[src/rtl/axi_lite_pkg.sv]
// Shared definitions for the AXI4-Lite host master.
// Holds the AXI response codes, the transaction FSM state encoding and the
// default watchdog budget.
package axi_lite_pkg;

    localparam logic [1:0] RESP_OKAY   = 2'b00;
    localparam logic [1:0] RESP_EXOKAY = 2'b01;
    localparam logic [1:0] RESP_SLVERR = 2'b10;
    localparam logic [1:0] RESP_DECERR = 2'b11;

    localparam int TIMEOUT_DEFAULT = 1024;

    typedef enum logic [2:0] {
        S_IDLE,
        S_WR_AW_W,
        S_WR_B,
        S_RD_AR,
        S_RD_R,
        S_RESP,
        S_HUNG
    } state_t;

endpackage

[src/rtl/axi_lite_host_master.sv]
// Purpose: one-command-at-a-time request/response to AXI4-Lite master with a response watchdog.
// Latency: zero-wait write = accept c0, AW/W c1, B c2, rsp_valid c3; reads likewise via AR/R.
// Backpressure: cmd_ready only in IDLE; response held until rsp_ready; a hung slave latches 'hung'.
// Ports: clk/rst (async, active-high); cmd_* request in; rsp_* response out; hung sticky flag;
//        m_axi_aw*/w*/b*/ar*/r* the five AXI4-Lite channels (master side).
module axi_lite_host_master
    import axi_lite_pkg::*;
#(
    parameter int ADDR_WIDTH     = 12,
    parameter int DATA_WIDTH     = 32,
    parameter int TIMEOUT_CYCLES = TIMEOUT_DEFAULT
) (
    input  logic                    clk,
    input  logic                    rst,
    input  logic                    cmd_valid,
    output logic                    cmd_ready,
    input  logic                    cmd_write,
    input  logic [ADDR_WIDTH-1:0]   cmd_addr,
    input  logic [DATA_WIDTH-1:0]   cmd_wdata,
    input  logic [DATA_WIDTH/8-1:0] cmd_wstrb,
    output logic                    rsp_valid,
    input  logic                    rsp_ready,
    output logic [DATA_WIDTH-1:0]   rsp_rdata,
    output logic [1:0]              rsp_resp,
    output logic                    rsp_timeout,
    output logic                    hung,
    output logic [ADDR_WIDTH-1:0]   m_axi_awaddr,
    output logic                    m_axi_awvalid,
    input  logic                    m_axi_awready,
    output logic [DATA_WIDTH-1:0]   m_axi_wdata,
    output logic [DATA_WIDTH/8-1:0] m_axi_wstrb,
    output logic                    m_axi_wvalid,
    input  logic                    m_axi_wready,
    input  logic [1:0]              m_axi_bresp,
    input  logic                    m_axi_bvalid,
    output logic                    m_axi_bready,
    output logic [ADDR_WIDTH-1:0]   m_axi_araddr,
    output logic                    m_axi_arvalid,
    input  logic                    m_axi_arready,
    input  logic [DATA_WIDTH-1:0]   m_axi_rdata,
    input  logic [1:0]              m_axi_rresp,
    input  logic                    m_axi_rvalid,
    output logic                    m_axi_rready
);

    localparam int WDOG_W = $clog2(TIMEOUT_CYCLES + 1);
    localparam logic [WDOG_W-1:0] WDOG_LAST = WDOG_W'(TIMEOUT_CYCLES - 1);

    state_t            state;
    logic [WDOG_W-1:0] wdog;

    logic aw_fire, w_fire, b_fire, ar_fire, r_fire;
    logic aw_done, w_done;
    logic in_wait, completing;

    // Gated by rst so the command port reads as not-ready during reset.
    assign cmd_ready = (state == S_IDLE) && !rst;

    assign aw_fire = m_axi_awvalid && m_axi_awready;
    assign w_fire  = m_axi_wvalid  && m_axi_wready;
    assign b_fire  = m_axi_bvalid  && m_axi_bready;
    assign ar_fire = m_axi_arvalid && m_axi_arready;
    assign r_fire  = m_axi_rvalid  && m_axi_rready;

    // In WR_AW_W each valid only drops on its own handshake, so a low
    // valid means that channel already completed.
    assign aw_done = !m_axi_awvalid || aw_fire;
    assign w_done  = !m_axi_wvalid  || w_fire;

    always_comb begin
        in_wait    = 1'b0;
        completing = 1'b0;
        case (state)
            S_WR_AW_W: begin in_wait = 1'b1; completing = aw_done && w_done; end
            S_WR_B:    begin in_wait = 1'b1; completing = b_fire;  end
            S_RD_AR:   begin in_wait = 1'b1; completing = ar_fire; end
            S_RD_R:    begin in_wait = 1'b1; completing = r_fire;  end
            default:   begin in_wait = 1'b0; completing = 1'b0;    end
        endcase
    end

    always_ff @(posedge clk or posedge rst) begin
        if (rst) begin
            state         <= S_IDLE;
            wdog          <= '0;
            rsp_valid     <= 1'b0;
            rsp_rdata     <= '0;
            rsp_resp      <= RESP_OKAY;
            rsp_timeout   <= 1'b0;
            hung          <= 1'b0;
            m_axi_awaddr  <= '0;
            m_axi_awvalid <= 1'b0;
            m_axi_wdata   <= '0;
            m_axi_wstrb   <= '0;
            m_axi_wvalid  <= 1'b0;
            m_axi_bready  <= 1'b0;
            m_axi_araddr  <= '0;
            m_axi_arvalid <= 1'b0;
            m_axi_rready  <= 1'b0;
        end else if (in_wait && !completing && wdog == WDOG_LAST) begin
            // Watchdog expiry: abandon the bus transaction and report SLVERR.
            m_axi_awvalid <= 1'b0;
            m_axi_wvalid  <= 1'b0;
            m_axi_bready  <= 1'b0;
            m_axi_arvalid <= 1'b0;
            m_axi_rready  <= 1'b0;
            rsp_rdata     <= '0;
            rsp_resp      <= RESP_SLVERR;
            rsp_timeout   <= 1'b1;
            rsp_valid     <= 1'b1;
            state         <= S_RESP;
        end else begin
            case (state)
                S_IDLE: begin
                    if (cmd_valid && cmd_ready) begin
                        wdog        <= '0;
                        rsp_timeout <= 1'b0;
                        if (cmd_write) begin
                            m_axi_awaddr  <= cmd_addr;
                            m_axi_wdata   <= cmd_wdata;
                            m_axi_wstrb   <= cmd_wstrb;
                            m_axi_awvalid <= 1'b1;
                            m_axi_wvalid  <= 1'b1;
                            state         <= S_WR_AW_W;
                        end else begin
                            m_axi_araddr  <= cmd_addr;
                            m_axi_arvalid <= 1'b1;
                            state         <= S_RD_AR;
                        end
                    end
                end
                S_WR_AW_W: begin
                    if (aw_fire) m_axi_awvalid <= 1'b0;
                    if (w_fire)  m_axi_wvalid  <= 1'b0;
                    if (completing) begin
                        m_axi_bready <= 1'b1;
                        wdog         <= '0;
                        state        <= S_WR_B;
                    end else begin
                        wdog <= wdog + WDOG_W'(1);
                    end
                end
                S_WR_B: begin
                    if (b_fire) begin
                        m_axi_bready <= 1'b0;
                        rsp_resp     <= m_axi_bresp;
                        rsp_rdata    <= '0;
                        rsp_valid    <= 1'b1;
                        state        <= S_RESP;
                    end else begin
                        wdog <= wdog + WDOG_W'(1);
                    end
                end
                S_RD_AR: begin
                    if (ar_fire) begin
                        m_axi_arvalid <= 1'b0;
                        m_axi_rready  <= 1'b1;
                        wdog          <= '0;
                        state         <= S_RD_R;
                    end else begin
                        wdog <= wdog + WDOG_W'(1);
                    end
                end
                S_RD_R: begin
                    if (r_fire) begin
                        m_axi_rready <= 1'b0;
                        rsp_rdata    <= m_axi_rdata;
                        rsp_resp     <= m_axi_rresp;
                        rsp_valid    <= 1'b1;
                        state        <= S_RESP;
                    end else begin
                        wdog <= wdog + WDOG_W'(1);
                    end
                end
                S_RESP: begin
                    if (rsp_ready) begin
                        rsp_valid <= 1'b0;
                        if (rsp_timeout) begin
                            hung  <= 1'b1;
                            state <= S_HUNG;
                        end else begin
                            state <= S_IDLE;
                        end
                    end
                end
                S_HUNG: hung <= 1'b1;
                default: state <= S_IDLE;
            endcase
        end
    end

endmodule
[config.mk]
export PLATFORM = sky130hd
export DESIGN_NAME = axi_lite_host_master
export DESIGN_NICKNAME = d
export VERILOG_FILES = /design/src/rtl/axi_lite_pkg.sv /design/src/rtl/axi_lite_host_master.sv
export SDC_FILE = /design/constraint.sdc
export NUM_CORES = 1
export LEC_CHECK = 0
export CAP_MARGIN = 20
export CORE_MARGIN = 4
export CORE_UTILIZATION = 48
export CTS_BUF_LIST = sky130_fd_sc_hd__clkbuf_2 sky130_fd_sc_hd__clkbuf_4 sky130_fd_sc_hd__clkbuf_8
export CTS_CLUSTER_DIAMETER = 150
export CTS_CLUSTER_SIZE = 14
export DETAILED_ROUTE_END_ITERATION = 10
export HOLD_SLACK_MARGIN = 0.15
export PLACE_DENSITY = 0.88
export SKIP_LAST_GASP = 1
export SYNTH_ARGS = -nofsm -noshare
export SYNTH_HDL_FRONTEND = slang
export SYNTH_SLANG_ARGS = --single-unit
export TNS_END_PERCENT = 30
[constraint.sdc]
create_clock -name clk -period 10.47 [get_ports clk]
set_input_delay 3.141 -clock clk [delete_from_list [all_inputs] [get_ports clk]]
set_output_delay 3.141 -clock clk [all_outputs]
set_load 0.01 [all_outputs]
==> results of run 1 <==
[metal layers]
layer | global-route usage [%] | vias to the layer above | routed length (microns)
met5 | 0 | - | 0
met4 | 8.30 | 0 | 208
met3 | 10.7 | 19 | 1440
met2 | 38.8 | 170 | 6790
met1 | 26.0 | 1885 | 4940
li1 | - | 1731 | -
[flip-flops by register name (all words and copies together), names as in the netlist, 2 cells and up]
name	cells
m_axi_araddr	12
m_axi_wdata	32
m_axi_wstrb	4
rsp_resp	2
state	3
rsp_rdata	32
m_axi_awaddr	12
wdog	11
[layout make-up]
class / count / area, sq um / area share, %
flip-flops and latches: 116 / 2900 / 39.6
clock inverters: 9 / 148 / 2.01
clock buffers: 23 / 310 / 4.23
inverters: 11 / 43.8 / 0.597
multi-input cells: 218 / 1780 / 24.2
well taps: 133 / 166 / 2.27
repair buffers: 199 / 1980 / 27.1
[synthesized netlist by cell type (2+ instances only)]
cell type  count
a21oi_1        6
o211ai_1       2
buf_2          9
mux2i_1        2
nand2b_1       2
nor2_1        16
inv_1         11
a22o_1        33
nor2b_1        5
o2bb2ai_1      7
o21ai_0       13
nor3_1         8
or3_1          2
nand2_1       15
mux2_2        62
nand3_1        6
a211oi_1       2
a32oi_1        2
clkbuf_1      10
o31ai_1        2
a211o_1        3
nor4_2         2
and3_1         4
buf_6          4
a31o_2         2
dfrtp_1      116
[per-stage QoR]
stage / utilization [%] / area [sq um]
2_1_floorplan: - / 4840
3_3_place_gp: 70.3 / 6870
3_5_place_dp: 70.3 / 6870
4_1_cts: 75.0 / 7330
5_1_grt: 75.0 / 7330
6_report: 75.0 / 7330
[power breakdown]
| group | internal [uW] | switching, uW | leakage [uW] |
|---|---|---|---|
| combinational | 509 | 350 | 0.00142 |
| clock | 293 | 174 | 0.000235 |
| sequential | 634 | 137 | 0.00148 |
| total | 1440 | 661 | 0.00313 |
[cell usage in the layout (no fill, tap or decap), types with 3 or more instances in the layout]
master / instances
a211o_1: 3
and3_1: 4
a21oi_1: 6
nor3_1: 8
o21ai_0: 13
nor2b_1: 5
buf_4: 3
nand3_1: 6
clkdlybuf4s50_1: 196
dfrtp_1: 116
o2bb2ai_1: 7
bufinv_16: 4
nor2_1: 16
nand2_1: 15
a22o_1: 33
mux2_2: 62
clkinv_2: 4
inv_1: 10
clkbuf_8: 22
[worst max-delay path, stage by stage]
cell             delay [ns]
clkdlybuf4s50_1        0.49
nor4_2                 0.21
clkdlybuf4s50_1        0.60
[worst max path at each step]
| stage | startpoint | end | slack [ns] | cells after the start |
|---|---|---|---|---|
| floorplan | rst | cmd_ready | 3.92 | 1 |
| global placement | rst | cmd_ready | 2.91 | 3 |
| detailed placement | rst | cmd_ready | 2.89 | 3 |
| CTS | rst | cmd_ready | 2.89 | 3 |
| global route | rst | cmd_ready | 2.84 | 3 |
| finish | rst | cmd_ready | 2.88 | 3 |
[cell families (layout without fill, tap and decap cells)]
logic type / after synthesis / count (layout) / synth area share, %
fa+ha+maj: 1 / 1 / 0.259
flops: 116 / 116 / 60.0
mux: 65 / 65 / 15.1
buf+inv: 34 / 242 / 3.49
simple gates: 69 / 69 / 8.02
compound gates: 83 / 83 / 13.2
==> metrics, run 1 <==
status complete, no violations; reg2reg setup slack 7.67 ns; die height 108 microns; Die ar. 0.0118 sq mm; Layout Skew 0.0132 ns; Syn Area/Cell 13.1 sq um; filler cell count 652; core area 0.00977 sq mm; Setup Buffers After CTS 0; Hold Fails Final Rpt 0; Hold Path Cell Cnt 1; Slew HR 44.2%; CTS clock-pin slew for the worst setup and hold paths 0.07 ns; pwr dens 286 mW/mm^2; half-perimeter wire length after placement 9470 microns; RSZ-0062 raised after global routing no; pin count of the biggest net entering global routing 69; first-pass GRT wire length 20900 microns; peak supply drop 190 uV; GRT Util Overall 23.2%; nets 658; r2r worst-path depth 5; Synth Instances 368; Via density 5.37; die width 108 microns; crit path DAT 4.44 ns; CTS resizes 0; clk_lat worst skew 0.42 ns; Top FF cell, synth dfrtp_1; TritonCTS buffer count 17; Setup crit start kind input pin; maximum clock frequency 132 MHz; count of port buffers added during placement 196; Initial Util 49.5%; CP endpoint kind primary output; Detailed Route WL 13400 microns; top post-synthesis cells by area dfrtp_1, mux2_2, a22o_1; post-synthesis sequential area ratio 60.0%; final setup vio count 0; LEAKAGE 0.00313 uW; Initial DRT Pass Iterations 4; Reg2Reg Launch Point state[0]$_DFFE_PP0P_; critical path type input pin to primary output; vias after detailed routing 3805; R2R Path End rsp_rdata[15]$_DFFE_PP0P_; Ys Warns 0; Required @ worst endpoint 7.33 ns; Root Buffer clkbuf_8; fraction of registers with async set/reset 100%; Worst Slack Setup Final 2.88 ns; max-slew violation count 0; worst hold path class register to register; H-Tree Depth 4; Ports 197; cell area after synthesis 0.00484 sq mm; initial antenna violation count 0; FP Rows 36; Setup TNS 0 ns; CTS Sinks 116; placed cells 677; Final Non-Filler Cells 709; gr ovfl total 0; vias in the first global route 4036; EDFF count, synth 0; WL/cell 18.9 microns; dpl ws 2.89 ns; gpl congestion 0.846; cell accounting for the most synthesized area dfrtp_1; layout cell share with drive strength beyond 1 18.9%; Design Power 2100 uW; clk buf depth 2; max cap viols 0; worst hold slack 0.455 ns; 1st-iter DRT viols 221; CTS tree yes; Yosys cell types 48; crit-path max FO 3; ANT cells 0; Mapped Nets 463; DRC Markers 0; Yosys reg bits 116; WHS Endpoint hung$_DFFE_PP0P_; ANT nets after route 0; # hold bufs at CTS 0; Final period util 72.4%; Tmin final 7.59 ns; Area Growth Syn to Fin 51.5%; worst-margin pin slew 0.837 ns; post-synth top area share 60.0%; hold path start hung$_DFFE_PP0P_
(Power assumes the default switching activity.)
==> run 2, diff against run 1 <==
Settings changed: CORE_UTILIZATION 48 to 40, PLACE_DENSITY 0.88 to 0.78.
Clock period 10.47 ns to 6.9 ns, I/O delays scaled along.
==> run 2 against run 1 <==
Critical path depth did not move. Cell count grew 1.3%. Via count decreased by 0.47%. Sequential cell count unchanged. Setup slack got worse by 1.5 ns. First-iteration DRC count shrank 14%. Die area up 18%. Non-clock buffer count unchanged. Clock power increased by 40%. Hold slack better by 0.017 ns. Combinational power grew 50%. Sequential share of layout area up 0.15 points.
==> metrics, run 2 (same netlist as run 1, synthesis figures left out) <==
die width 118 microns (was 108 microns); hold path start hung$_DFFE_PP0P_ (unchanged); max cap viols 0 (unchanged); H-Tree Depth 4 (unchanged); DRC Markers 0 (unchanged); P_sw 1000 uW (was 661 uW); Via density 5.27 (was 5.37); ANT nets after route 0 (unchanged); filler cell count 948 (was 652); Tmin final 5.47 ns; gr ovfl total 0 (unchanged); met2 routed WL 6570 microns (was 6790 microns); Slew HR 37.9% (was 44.2%); met3 wire len 1190 microns (was 1440 microns); Reg2Reg Launch Point state[0]$_DFFE_PP0P_ (unchanged); first-pass GRT wire length 21200 microns (was 20900 microns); worst hold slack 0.471 ns (was 0.455 ns); CTS Sinks 116 (unchanged); Crit-path slowest cell clkdlybuf4s50_1 (unchanged); Core Util, Final 62.9% (was 75.0%); LEAKAGE 0.00310 uW (was 0.00313 uW); ANT cells 0 (unchanged); Die ar. 0.0139 sq mm (was 0.0118 sq mm); pin count of the biggest net entering global routing 76 (was 69); status complete, no violations (unchanged); Worst Path Buf+Inv 2 (unchanged); Setup TNS 0 ns (unchanged); Detailed Route WL 13100 microns (was 13400 microns); vias after detailed routing 3787 (was 3805); commonest non-fill, non-tap cell in the layout clkdlybuf4s50_1 (unchanged); Initial DRT Pass Iterations 4 (unchanged); Ports 197 (unchanged); 1st-iter DRT viols 191 (was 221); Crit path max-delay family buffers and inverters (unchanged); FP Rows 39 (was 36); crit-path max FO 3 (unchanged); internal power 2110 uW (was 1440 uW); worst-margin pin slew 0.932 ns (was 0.837 ns); Area Growth Syn to Fin 50.9% (was 51.5%); pwr dens 426 mW/mm^2 (was 286 mW/mm^2); half-perimeter wire length after placement 9260 microns (was 9470 microns); peak supply drop 224 uV (was 190 uV); WHS Endpoint hung$_DFFE_PP0P_ (unchanged); CTS tree yes (unchanged); TritonCTS buffer count 17 (unchanged); Logic pwr share 41.4% (was 41.0%); maximum clock frequency 183 MHz; Sw Share 32.2% (was 31.5%); CTS clock-pin slew for the worst setup and hold paths 0.07 ns (about the same); vias in the first global route 4128 (was 4036); clk buf depth 2 (unchanged); Final period util 79.3%; Root Buffer clkbuf_8 (unchanged); R2R Path End rsp_rdata[4]$_DFFE_PP0P_ (was rsp_rdata[15]$_DFFE_PP0P_); gpl congestion 0.772 (was 0.846); Initial Util 41.7% (was 49.5%); clk_lat worst skew 0.45 ns (was 0.42 ns); largest stage delay on the critical path 0.61 ns (was 0.60 ns); cell breakdown of the critical path clkdlybuf4s50_1 > nor4_2 > clkdlybuf4s50_1 (unchanged); final setup vio count 0 (unchanged); post-route cell area 0.00730 sq mm (was 0.00733 sq mm); Required @ worst endpoint 4.83 ns (was 7.33 ns); initial antenna violation count 0 (unchanged); Placement Cell Area 0.00689 sq mm (was 0.00687 sq mm); r2r worst-path depth 5 (unchanged); Hold Fails Final Rpt 0 (unchanged); reg2reg setup slack 4.17 ns (was 7.67 ns); Top Registers m_axi_wdata (32), rsp_rdata (32) (unchanged); WL/cell 18.3 microns (was 18.9 microns); worst hold path class register to register (unchanged); CTS resizes 0 (unchanged); max-slew violation count 0 (unchanged); Most common cell on crit path clkdlybuf4s50_1 (unchanged); Layout Skew 0.0164 ns (was 0.0132 ns); core area 0.0116 sq mm (was 0.00977 sq mm); die height 118 microns (was 108 microns); most frequent cells in the layout clkdlybuf4s50_1, dfrtp_1, mux2_2 (unchanged); # hold bufs at CTS 0 (unchanged); nets 658 (unchanged); RSZ-0062 raised after global routing no (unchanged); layout cell share with drive strength beyond 1 18.8% (was 18.9%); Setup crit start kind input pin (unchanged); Hold Path Cell Cnt 1 (unchanged); count of port buffers added during placement 196 (unchanged); Setup Buffers After CTS 0 (unchanged); critical path type input pin to primary output (unchanged); top sig layer met4 (unchanged); sequential share of power 37.5% (was 36.8%); GRT Util Overall 19.2% (was 23.2%); M1 WL 5040 microns (was 4940 microns); crit path DAT 3.40 ns (was 4.44 ns); CP endpoint kind primary output (unchanged); Clock Power Share 21.0% (was 22.2%)
-- run 2: metal layers --
layer	vias to the layer above	global-route usage [%]
li1	1729	-
met1	1883	21.9
met2	147	31.3
met3	28	8.60
met4	0	8.50
met5	-	0
-- run 2: final cells by class --
cell class | count | area, sq um | area share, %
flip-flops and latches | 116 | 2900 | 39.7
well taps | 143 | 179 | 2.45
clock buffers | 19 | 262 | 3.58
clock inverters | 12 | 156 | 2.14
repair buffers | 199 | 1980 | 27.2
inverters | 11 | 43.8 | 0.600
multi-input cells | 218 | 1780 | 24.3
-- run 2: power groups by stage --
stage          clock (uW)  combinational (uW)  sequential, uW
2_1_floorplan           0                 503            1240
3_3_place_gp            0                1270            1160
3_5_place_dp            0                1290            1180
4_1_cts               671                1310            1170
5_1_grt               705                1380            1200
6_report              654                1290            1170
-- run 2: metrics by stage --
stage	worst slack [ns]	power, uW	std cells
2_1_floorplan	1.76	1750	368
3_3_place_gp	1.48	2430	687
3_5_place_dp	1.44	2470	687
4_1_cts	1.43	3150	718
5_1_grt	1.38	3290	718
6_report	1.43	3110	718
-- run 2: worst max-delay path by stage --
stage	startpoint	depth (start not counted)	slack, ns	endpoint
finish	rst	3	1.43	cmd_ready
global route	rst	3	1.38	cmd_ready
CTS	rst	3	1.43	cmd_ready
detailed placement	rst	3	1.44	cmd_ready
global placement	rst	3	1.48	cmd_ready
floorplan	rst	1	1.76	hung$_DFFE_PP0P_
